===== src/rtl/mmio_fabric_if.sv =====
// mmio_fabric_if: CPU-side request/response and peripheral-side strobe signals of mmio_fabric.
// master = CPU plus peripherals driving the fabric; slave = the fabric itself.
interface mmio_fabric_if #(
  parameter int N_SLAVES = 9
);
  logic                  m_req;
  logic [31:0]           m_addr;
  logic [31:0]           m_wdata;
  logic [3:0]            m_wenable;
  logic                  m_ready;
  logic [31:0]           m_rdata;
  logic                  m_err;
  logic [N_SLAVES-1:0]   s_sel;
  logic [31:0]           s_addr;
  logic [31:0]           s_wdata;
  logic [3:0]            s_wenable;
  logic [32*N_SLAVES-1:0] s_rdata;
  logic [N_SLAVES-1:0]   s_ready;
  modport master (
    output m_req, m_addr, m_wdata, m_wenable, s_rdata, s_ready,
    input  m_ready, m_rdata, m_err, s_sel, s_addr, s_wdata, s_wenable
  );
  modport slave (
    input  m_req, m_addr, m_wdata, m_wenable, s_rdata, s_ready,
    output m_ready, m_rdata, m_err, s_sel, s_addr, s_wdata, s_wenable
  );
endinterface


===== src/rtl/mmio_fabric.sv =====
// mmio_fabric: address-decoding MMIO fabric with a registered request/ready handshake to N slaves.
// Define MMIO_FABRIC_TIMEOUT_EN to abort accesses whose slave stalls for TIMEOUT cycles.
module mmio_fabric #(
  parameter int N_SLAVES = 9,
  parameter int DEC_HI = 31,
  parameter int DEC_W = 4,
  parameter logic [N_SLAVES*DEC_W-1:0] REGION_BASE = 36'hACA984320,
  parameter logic [N_SLAVES*DEC_W-1:0] REGION_MASK = 36'hBEFFFEFFF,
  parameter int TIMEOUT = 15
) (
  input logic clk,
  input logic rst_n,
  mmio_fabric_if.slave bus
);
  typedef enum logic [1:0] {IDLE, ACCESS, RESP} state_t;
  state_t state, state_nx;
  logic [N_SLAVES-1:0] sel, sel_nx, hit;
  logic [31:0] addr, wdata, rdata, rdata_nx, sel_rdata;
  logic [3:0] wen;
  logic [DEC_W-1:0] field;
  logic err, err_nx, rdy_sel, expired;
  assign field = bus.m_addr[DEC_HI -: DEC_W];
  // Scan from the top so the lowest matching index is left standing.
  always_comb begin
    hit = '0;
    for (int i = N_SLAVES - 1; i >= 0; i--)
      if ((field & REGION_MASK[i*DEC_W +: DEC_W]) == (REGION_BASE[i*DEC_W +: DEC_W] & REGION_MASK[i*DEC_W +: DEC_W])) begin
        hit = '0;
        hit[i] = 1'b1;
      end
  end
  always_comb begin
    sel_rdata = '0;
    for (int i = 0; i < N_SLAVES; i++)
      sel_rdata = sel_rdata | (sel[i] ? bus.s_rdata[i*32 +: 32] : 32'd0);
  end
  assign rdy_sel = |(sel & bus.s_ready);
`ifdef MMIO_FABRIC_TIMEOUT_EN
  logic [7:0] cnt;
  // cnt holds the number of completed ACCESS cycles; expiry fires on the TIMEOUT-th one.
  assign expired = (cnt + 8'd1) == 8'(TIMEOUT);
  always_ff @(posedge clk or negedge rst_n)
    if (!rst_n) cnt <= '0;
    else cnt <= (state == ACCESS) ? cnt + 8'd1 : 8'd0;
`else
  logic unused_timeout;
  assign unused_timeout = ^8'(TIMEOUT);
  assign expired = 1'b0;
`endif
  always_comb begin
    state_nx = state;
    sel_nx = sel;
    rdata_nx = rdata;
    err_nx = err;
    case (state)
      IDLE: if (bus.m_req) begin
        state_nx = |hit ? ACCESS : RESP;
        sel_nx = hit;
        err_nx = ~|hit;
        rdata_nx = '0;
      end
      ACCESS: if (rdy_sel || expired) begin
        state_nx = RESP;
        sel_nx = '0;
        err_nx = ~rdy_sel;
        rdata_nx = rdy_sel ? sel_rdata : 32'hDEAD_BEEF;
      end
      default: state_nx = IDLE;
    endcase
  end
  always_ff @(posedge clk or negedge rst_n)
    if (!rst_n) begin
      state <= IDLE;
      sel <= '0;
      rdata <= '0;
      err <= 1'b0;
      addr <= '0;
      wdata <= '0;
      wen <= '0;
    end else begin
      state <= state_nx;
      sel <= sel_nx;
      rdata <= rdata_nx;
      err <= err_nx;
      if (state == IDLE && bus.m_req) begin
        addr <= bus.m_addr;
        wdata <= bus.m_wdata;
        wen <= bus.m_wenable;
      end
    end
  assign bus.m_ready = state == RESP;
  assign bus.m_rdata = rdata;
  assign bus.m_err = err;
  assign bus.s_sel = sel;
  assign bus.s_addr = addr;
  assign bus.s_wdata = wdata;
  assign bus.s_wenable = |sel ? wen : 4'd0;
endmodule


===== src/flat_wrapper.sv =====
// flat-port wrapper written by rule: the top's interface ports become plain ports
module mmio_fabric_flat 
#(
  parameter int N_SLAVES = 9,
  parameter int DEC_HI = 31,
  parameter int DEC_W = 4,
  parameter logic [N_SLAVES*DEC_W-1:0] REGION_BASE = 36'hACA984320,
  parameter logic [N_SLAVES*DEC_W-1:0] REGION_MASK = 36'hBEFFFEFFF,
  parameter int TIMEOUT = 15
)
  (clk, rst_n, bus_m_req, bus_m_addr, bus_m_wdata, bus_m_wenable, bus_s_rdata, bus_s_ready, bus_m_ready, bus_m_rdata, bus_m_err, bus_s_sel, bus_s_addr, bus_s_wdata, bus_s_wenable);
  mmio_fabric_if #(.N_SLAVES(N_SLAVES)) bus_i ();
  input logic clk;
  input logic rst_n;
  input wire logic [$bits(bus_i.m_req)-1:0] bus_m_req;
  input wire logic [$bits(bus_i.m_addr)-1:0] bus_m_addr;
  input wire logic [$bits(bus_i.m_wdata)-1:0] bus_m_wdata;
  input wire logic [$bits(bus_i.m_wenable)-1:0] bus_m_wenable;
  input wire logic [$bits(bus_i.s_rdata)-1:0] bus_s_rdata;
  input wire logic [$bits(bus_i.s_ready)-1:0] bus_s_ready;
  output wire logic [$bits(bus_i.m_ready)-1:0] bus_m_ready;
  output wire logic [$bits(bus_i.m_rdata)-1:0] bus_m_rdata;
  output wire logic [$bits(bus_i.m_err)-1:0] bus_m_err;
  output wire logic [$bits(bus_i.s_sel)-1:0] bus_s_sel;
  output wire logic [$bits(bus_i.s_addr)-1:0] bus_s_addr;
  output wire logic [$bits(bus_i.s_wdata)-1:0] bus_s_wdata;
  output wire logic [$bits(bus_i.s_wenable)-1:0] bus_s_wenable;
  assign bus_i.m_req = bus_m_req;
  assign bus_i.m_addr = bus_m_addr;
  assign bus_i.m_wdata = bus_m_wdata;
  assign bus_i.m_wenable = bus_m_wenable;
  assign bus_i.s_rdata = bus_s_rdata;
  assign bus_i.s_ready = bus_s_ready;
  assign bus_m_ready = bus_i.m_ready;
  assign bus_m_rdata = bus_i.m_rdata;
  assign bus_m_err = bus_i.m_err;
  assign bus_s_sel = bus_i.s_sel;
  assign bus_s_addr = bus_i.s_addr;
  assign bus_s_wdata = bus_i.s_wdata;
  assign bus_s_wenable = bus_i.s_wenable;
  mmio_fabric #(.N_SLAVES(N_SLAVES), .DEC_HI(DEC_HI), .DEC_W(DEC_W), .REGION_BASE(REGION_BASE), .REGION_MASK(REGION_MASK), .TIMEOUT(TIMEOUT)) u_core (.clk(clk), .rst_n(rst_n), .bus(bus_i));
endmodule

===== config.mk =====
export PLATFORM = sky130hd
export DESIGN_NAME = mmio_fabric_flat
export DESIGN_NICKNAME = d
export VERILOG_FILES = /design/src/rtl/mmio_fabric_if.sv /design/src/rtl/mmio_fabric.sv /design/src/flat_wrapper.sv
export SDC_FILE = /design/constraint.sdc
export NUM_CORES = 1
export LEC_CHECK = 0
export BUFFER_PORTS_ARGS = -buffer_cell sky130_fd_sc_hd__buf_2
export CAP_MARGIN = 20
export CORE_AREA = 2 2 186 188
export CTS_BUF_LIST = sky130_fd_sc_hd__clkbuf_8
export CTS_CLUSTER_DIAMETER = 30
export DETAILED_ROUTE_END_ITERATION = 6
export DIE_AREA = 0 0 188 190
export GPL_ROUTABILITY_DRIVEN = 0
export SLEW_MARGIN = 0
export SYNTH_ARGS = -nofsm -noshare
export SYNTH_HDL_FRONTEND = slang
export SYNTH_SLANG_ARGS = --single-unit

===== constraint.sdc =====
create_clock -name clk -period 2.1 [get_ports clk]
set_input_delay 0.21 -clock clk [delete_from_list [all_inputs] [get_ports clk]]
set_output_delay 0.21 -clock clk [all_outputs]
set_load 0.005 [all_outputs]

Word level (Yosys, flattened, before mapping) --
Cells that the tools add are included. W data, S select, Z words.
Cells by class: mux-type cells 32, reductions and logical operators 10, eq/ne operators 12, bitwise gates (word level) 10
Operator list (number):
- $mux W32 | 11
- $or A32 B32 Y32 | 8
- $mux W9 | 11
- $pmux W32 S2 | 1
- $reduce_or A9 Y1 | 3
- $pmux W9 S2 | 1
- $eq A4 B4 Y1 const B | 3
- $and A9 B9 Y9 | 1
- $eq A4 B2 Y1 const B | 2
- $eq A3 B3 Y1 const B | 2
- $mux W2 | 3
- $logic_not A4 Y1 | 1
- $mux W4 | 1
- $pmux W2 S2 | 1
- $eq A3 B2 Y1 const B | 1
- $reduce_and A3 Y1 | 1
- $eq A2 B1 Y1 const B | 1
- $eq A2 B2 Y1 const B | 1
- $logic_not A2 Y1 | 1
- $mux W1 | 2
- $ne A2 B1 Y1 const B | 1
- $ne A2 B2 Y1 const B | 1
- $pmux W1 S2 | 1
- $reduce_and A2 Y1 | 1
- 4 further kinds | 4
Storage, ports and cells: register bits 112, output and inout port bits 111, input bits 368, logic and storage cells 71

Logic depth before layout (Yosys ltp) --
word-level depth 14, depth in mapped cells 7, gate-level depth less buffers 4

Worst setup path after synthesis --
No wires, ideal clock.
path kind reg-to-reg, from register u_core.sel[2] (netlist: u_core.bus.s_sel[2]), to register u_core.sel[3] (netlist: u_core.bus.s_sel[3]), arrival 1.430 ns, setup time 0.125 ns, stages on the path, launching flop included 6, clock period less this slack 1.554 ns, path buffers 1, data required time 1.975 ns, path slack 0.546 ns, path through dfrtp_1 > buf_4 > a22oi_4 > nand4_4 > o21ai_4 > mux2_2
On the way: cells in the longest elaborated chain, start to end 4
RTL lines:
- start, declared | RTL line mmio_fabric.sv:17 | logic [N_SLAVES-1:0] sel, sel_nx, hit;
- start signal, assigned | RTL line mmio_fabric.sv:82 | sel <= sel_nx;
- $and A9 B9 Y9 | RTL line mmio_fabric.sv:37 | assign rdy_sel = |(sel & bus.s_ready);
- $reduce_or A9 Y1 | RTL line mmio_fabric.sv:37
- $ne A2 B1 Y1 (no source line)
- $reduce_and A3 Y1 (no source line)
No other way between the ends. A chain may end at the register's enable or synchronous reset.

Final worst setup path --
from register u_core.sel[1] (netlist: u_core.bus.s_sel[1]), to register u_core.rdata[30] (netlist: u_core.bus.m_rdata[30])
On the way: cells in the longest elaborated chain, start to end 11, elaborated cells between the ends (all ways) 15, those cells by class eq/ne (1); mux (3); bitwise (9); reduce/logical (2)
RTL lines:
- $mux W32 | RTL line mmio_fabric.sv:35 | sel_rdata = sel_rdata | (sel[i] ? bus.s_rdata[i*32 +: 32] : 32'd0);
- $or A32 B32 Y32 (8 in series) | RTL line mmio_fabric.sv:35
- $mux W32 | RTL line mmio_fabric.sv:62 | ACCESS: if (rdy_sel || expired) begin
- $pmux W32 S2 | RTL line mmio_fabric.sv:55 | case (state)
- end signal, assigned | RTL line mmio_fabric.sv:83 | rdata <= rdata_nx;
- end, declared | RTL line mmio_fabric.sv:18 | logic [31:0] addr, wdata, rdata, rdata_nx, sel_rdata;
Several ways; a longest one is shown, not always the timed one. The select of a mux whose other input is x is not followed.

==> impl_metrics.env <==
export IMPL_rows=68
export IMPL_timing_final_max_slew_violations=0
export IMPL_die_h_um=190
export IMPL_maxSlewHeadroom_pct=48.66
export IMPL_setup_viol=0
export IMPL_pin_count=479
export IMPL_final_min_period_over_clock_period_pct=98.70
export IMPL_synthArstFlopShare_pct=100.0
export IMPL_fp_dieArea_mm2=0.03572
export IMPL_die_x_um=188
export IMPL_yosysSeqAreaShare_pct=46.34
export IMPL_clock_latency_ns=0.42
export IMPL_cts_buffers=9
export IMPL_wl_mm=32.59
export IMPL_place_hpwl_mm=24.97
export IMPL_end_kind="flip-flop"
export IMPL_area_growth_pct=61.89
export IMPL_hold_path_end="u_core.wen[1]$_DFFE_PN0P_"
export IMPL_grt_pass1_wl_mm=46.09
export IMPL_core_mm2=0.03395
export IMPL_antenna_cells=0
export IMPL_netlist_cell_type_count=39
export IMPL_path_max_fanout=33
export IMPL_synthMostInstantiatedCell="dfrtp_1"
export IMPL_place_inst=1386
export IMPL_synthTopCellsByCount="112 x dfrtp_1, 74 x mux2_2, 64 x a22oi_1"
export IMPL_cp_start_kind="flip-flop"
export IMPL_period_minus_slack_ns=2.073
export IMPL_routed_via_density=4.756
export IMPL_ctsRootBufferMaster="clkbuf_8"
export IMPL_clkSinkCount=112
export IMPL_crit_type="flip-flop to flip-flop"
export IMPL_syn_area_per_cell_um2=12.60
export IMPL_p_leak_nw=4.728
export IMPL_clk_path_buf_depth=2
export IMPL_synth_cells=480
export IMPL_port_buffers=478
export IMPL_cp_slowest_cell="a222oi_1"
export IMPL_synth_edf_count=0
export IMPL_remaining_drc_errors=0
export IMPL_maxCapViolCount=0
export IMPL_synth_top_area_share_pct=46.34
export IMPL_r2r_start="u_core.bus.s_sel[1]$_DFFE_PN0P_"
export IMPL_r2r_end="u_core.bus.m_rdata[30]$_DFFE_PN0P_"
export IMPL_drive_gt1_share_pct=64.31
export IMPL_hold_slack_ns=0.03701
export IMPL_yosysTopAreaCell="dfrtp_1"
export IMPL_synthTopCellsByArea="dfrtp_1 46%, mux2_2 14%, a22oi_1 7.9%"
export IMPL_worstPathCellList="buf_6 > a222oi_1 > nand3_1 > a221oi_2 > o2bb2ai_2"
export IMPL_final_cells=1458
export IMPL_clock_skew_ns=0.01102
export IMPL_min_delay_start="bus_m_wenable[1]"
export IMPL_required_ns=2.42
export IMPL_clkTransAtPathRegs_ns=0.12
export IMPL_cts_tree="yes"
export IMPL_netlist_area_mm2=0.006048
export IMPL_hold_viol_final=0
export IMPL_start_util_pct=17.82
export IMPL_synthesis_nets=848
export IMPL_dr_first_iter_drc_count=674
export IMPL_cts_htree_levels=3
export IMPL_antenna_found_initial=4
export IMPL_synth_warnings=0
export IMPL_antenna_left=0
export IMPL_hold_path_depth=2
export IMPL_num_vias=6934
export IMPL_rr_worst_depth=5
export IMPL_outcome="completed"
export IMPL_totalNegativeSetupSlack_ns=0
export IMPL_nets=1366
export IMPL_overflow=0
export IMPL_reg2reg_setup_slack_ns=0.03
export IMPL_power_w=0.01153
export IMPL_peakVddDrop_v=0.0006159
export IMPL_powerDensity_mw_per_mm2=1178
export IMPL_synth_ff_type="dfrtp_1"
export IMPL_fmax_mhz=482.5
export IMPL_grt_max_degree=113
export IMPL_ys_seq_elements=112
export IMPL_dr_pass1_iters=7
export IMPL_hp_class="input pin to flip-flop"
export IMPL_wl_per_cell_um=22.35
export IMPL_grt_pass1_vias=7017
export IMPL_slowest_delay_ns=0.74
export IMPL_grtUsageTotal_pct=17.54
export IMPL_arrival_ns=2.39
export IMPL_worstMarginPinSlew_ns=0.7701
==> power breakdown <==
part           total, W  leakage (nW)  internal [W]  switching [W]
combinational   0.00627          3.25       0.00317        0.00310
sequential      0.00397          1.38       0.00321       0.000761
clock           0.00129        0.0948      0.000460       0.000833
total            0.0115          4.73       0.00684        0.00469
==> registers in the layout (all words and copies together), names as in the netlist <==
| signal | count |
|---|---|
| u_core.bus.s_sel | 9 |
| u_core.bus.s_addr | 32 |
| u_core.state | 2 |
| u_core.bus.m_rdata | 32 |
| u_core.wen | 4 |
| u_core.bus.m_err | 1 |
| u_core.bus.s_wdata | 32 |
==> how the worst max path moves through the flow <==
| stage | startpoint | endpoint | slack [ns] |
|---|---|---|---|
| 2_1_floorplan | u_core.bus.s_sel[2]$_DFFE_PN0P_ | u_core.bus.s_sel[3]$_DFFE_PN0P_ | 0.55 |
| 3_3_place_gp | u_core.bus.s_sel[1]$_DFFE_PN0P_ | u_core.bus.m_rdata[30]$_DFFE_PN0P_ | -0.01 |
| 3_5_place_dp | u_core.bus.s_sel[1]$_DFFE_PN0P_ | u_core.bus.m_rdata[30]$_DFFE_PN0P_ | -0.04 |
| 4_1_cts | u_core.bus.s_sel[1]$_DFFE_PN0P_ | u_core.bus.m_rdata[30]$_DFFE_PN0P_ | 0.006 |
| 5_1_grt | u_core.bus.s_sel[1]$_DFFE_PN0P_ | u_core.bus.m_rdata[30]$_DFFE_PN0P_ | -0.01 |
| 6_report | u_core.bus.s_sel[1]$_DFFE_PN0P_ | u_core.bus.m_rdata[30]$_DFFE_PN0P_ | 0.03 |
==> final cells by class <==
type / instances / area [µm²]
clock buffers: 10 / 137.6
clock inverters: 6 / 37.54
fillers: 3531 / 24160
inverters: 2 / 7.507
multi-input cells: 315 / 2975
flip-flops and latches: 112 / 2816
well taps: 455 / 569.3
repair buffers: 558 / 3248
==> logic make-up (layout without fill, tap and decap cells) <==
logic type,count (synthesis),after routing,synth area share (%)
AOI/OAI and AO/OA,171,171,28.01
DFF,112,112,46.34
and+or+nand+nor,68,68,6.186
buffers and inverters,53,576,5.358
muxes,76,76,14.11
==> metrics by stage <==
step | instance area, µm² | util [%] | setup slack, ns
after floorplan | 6048 | - | 0.5457
after global placement | 9014 | 26.55 | -0.01012
after detailed placement | 9014 | 26.55 | -0.03734
after CTS | 9768 | 28.77 | 0.006077
after global routing | 9792 | 28.84 | -0.01397
final | 9792 | 28.84 | 0.02728
==> critical path: cells and delay by family, from the launching register on <==
kind	cells	cell delay, ns
buffers and inverters	1	0.23
AO/OA/AOI/OAI	3	1.05
flip-flops	1	0.48
AND/OR/NAND/NOR	1	0.18
==> metal layers <==
layer / vias to the layer above / routed length [µm] / track usage, % / part of all wire (%)
met3: 40 / 2898 / 4.095 / 8.9
li1: 3014 / - / - / -
met2: 476 / 16030 / 30.39 / 49
met4: 4 / 684 / 5.572 / 2.1
met5: - / 27 / 0 / 0.083
met1: 3400 / 12950 / 21.49 / 40
==> layout by cell type, fill, tap and decap left out, types with 2 or more instances in the layout <==
master | netlist | layout
a221oi_1 | 32 | 31
a222oi_1 | 32 | 32
a22oi_1 | 64 | 64
a22oi_4 | 4 | 4
and2_1 | 4 | 3
buf_12 | 4 | 9
buf_2 | 18 | 477
buf_4 | 2 | 17
buf_6 | 4 | 2
clkbuf_8 | 0 | 10
clkinv_4 | 0 | 2
dfrtp_1 | 112 | 103
dfrtp_2 | 0 | 8
dlygate4sd3_1 | 0 | 53
inv_1 | 2 | 4
mux2_2 | 74 | 74
mux2i_1 | 2 | 2
nand2_1 | 4 | 4
nand2b_1 | 2 | 2
nand3_1 | 34 | 33
nor2_1 | 8 | 8
nor3_1 | 5 | 4
o21ai_4 | 1 | 2
o2bb2ai_1 | 4 | 4
o2bb2ai_2 | 29 | 29
==> timing repair <==
action | in CTS | in global routing
pin swaps | 2 | 3
resized for setup | 6 | 4
endpoints found under the setup margin | 5 | 5
setup buffers | 3 | 0
hold endpoints to repair | 164 | 0
hold buffers | 53 | 0
Note: power is estimated with default switching activity, not from simulation.
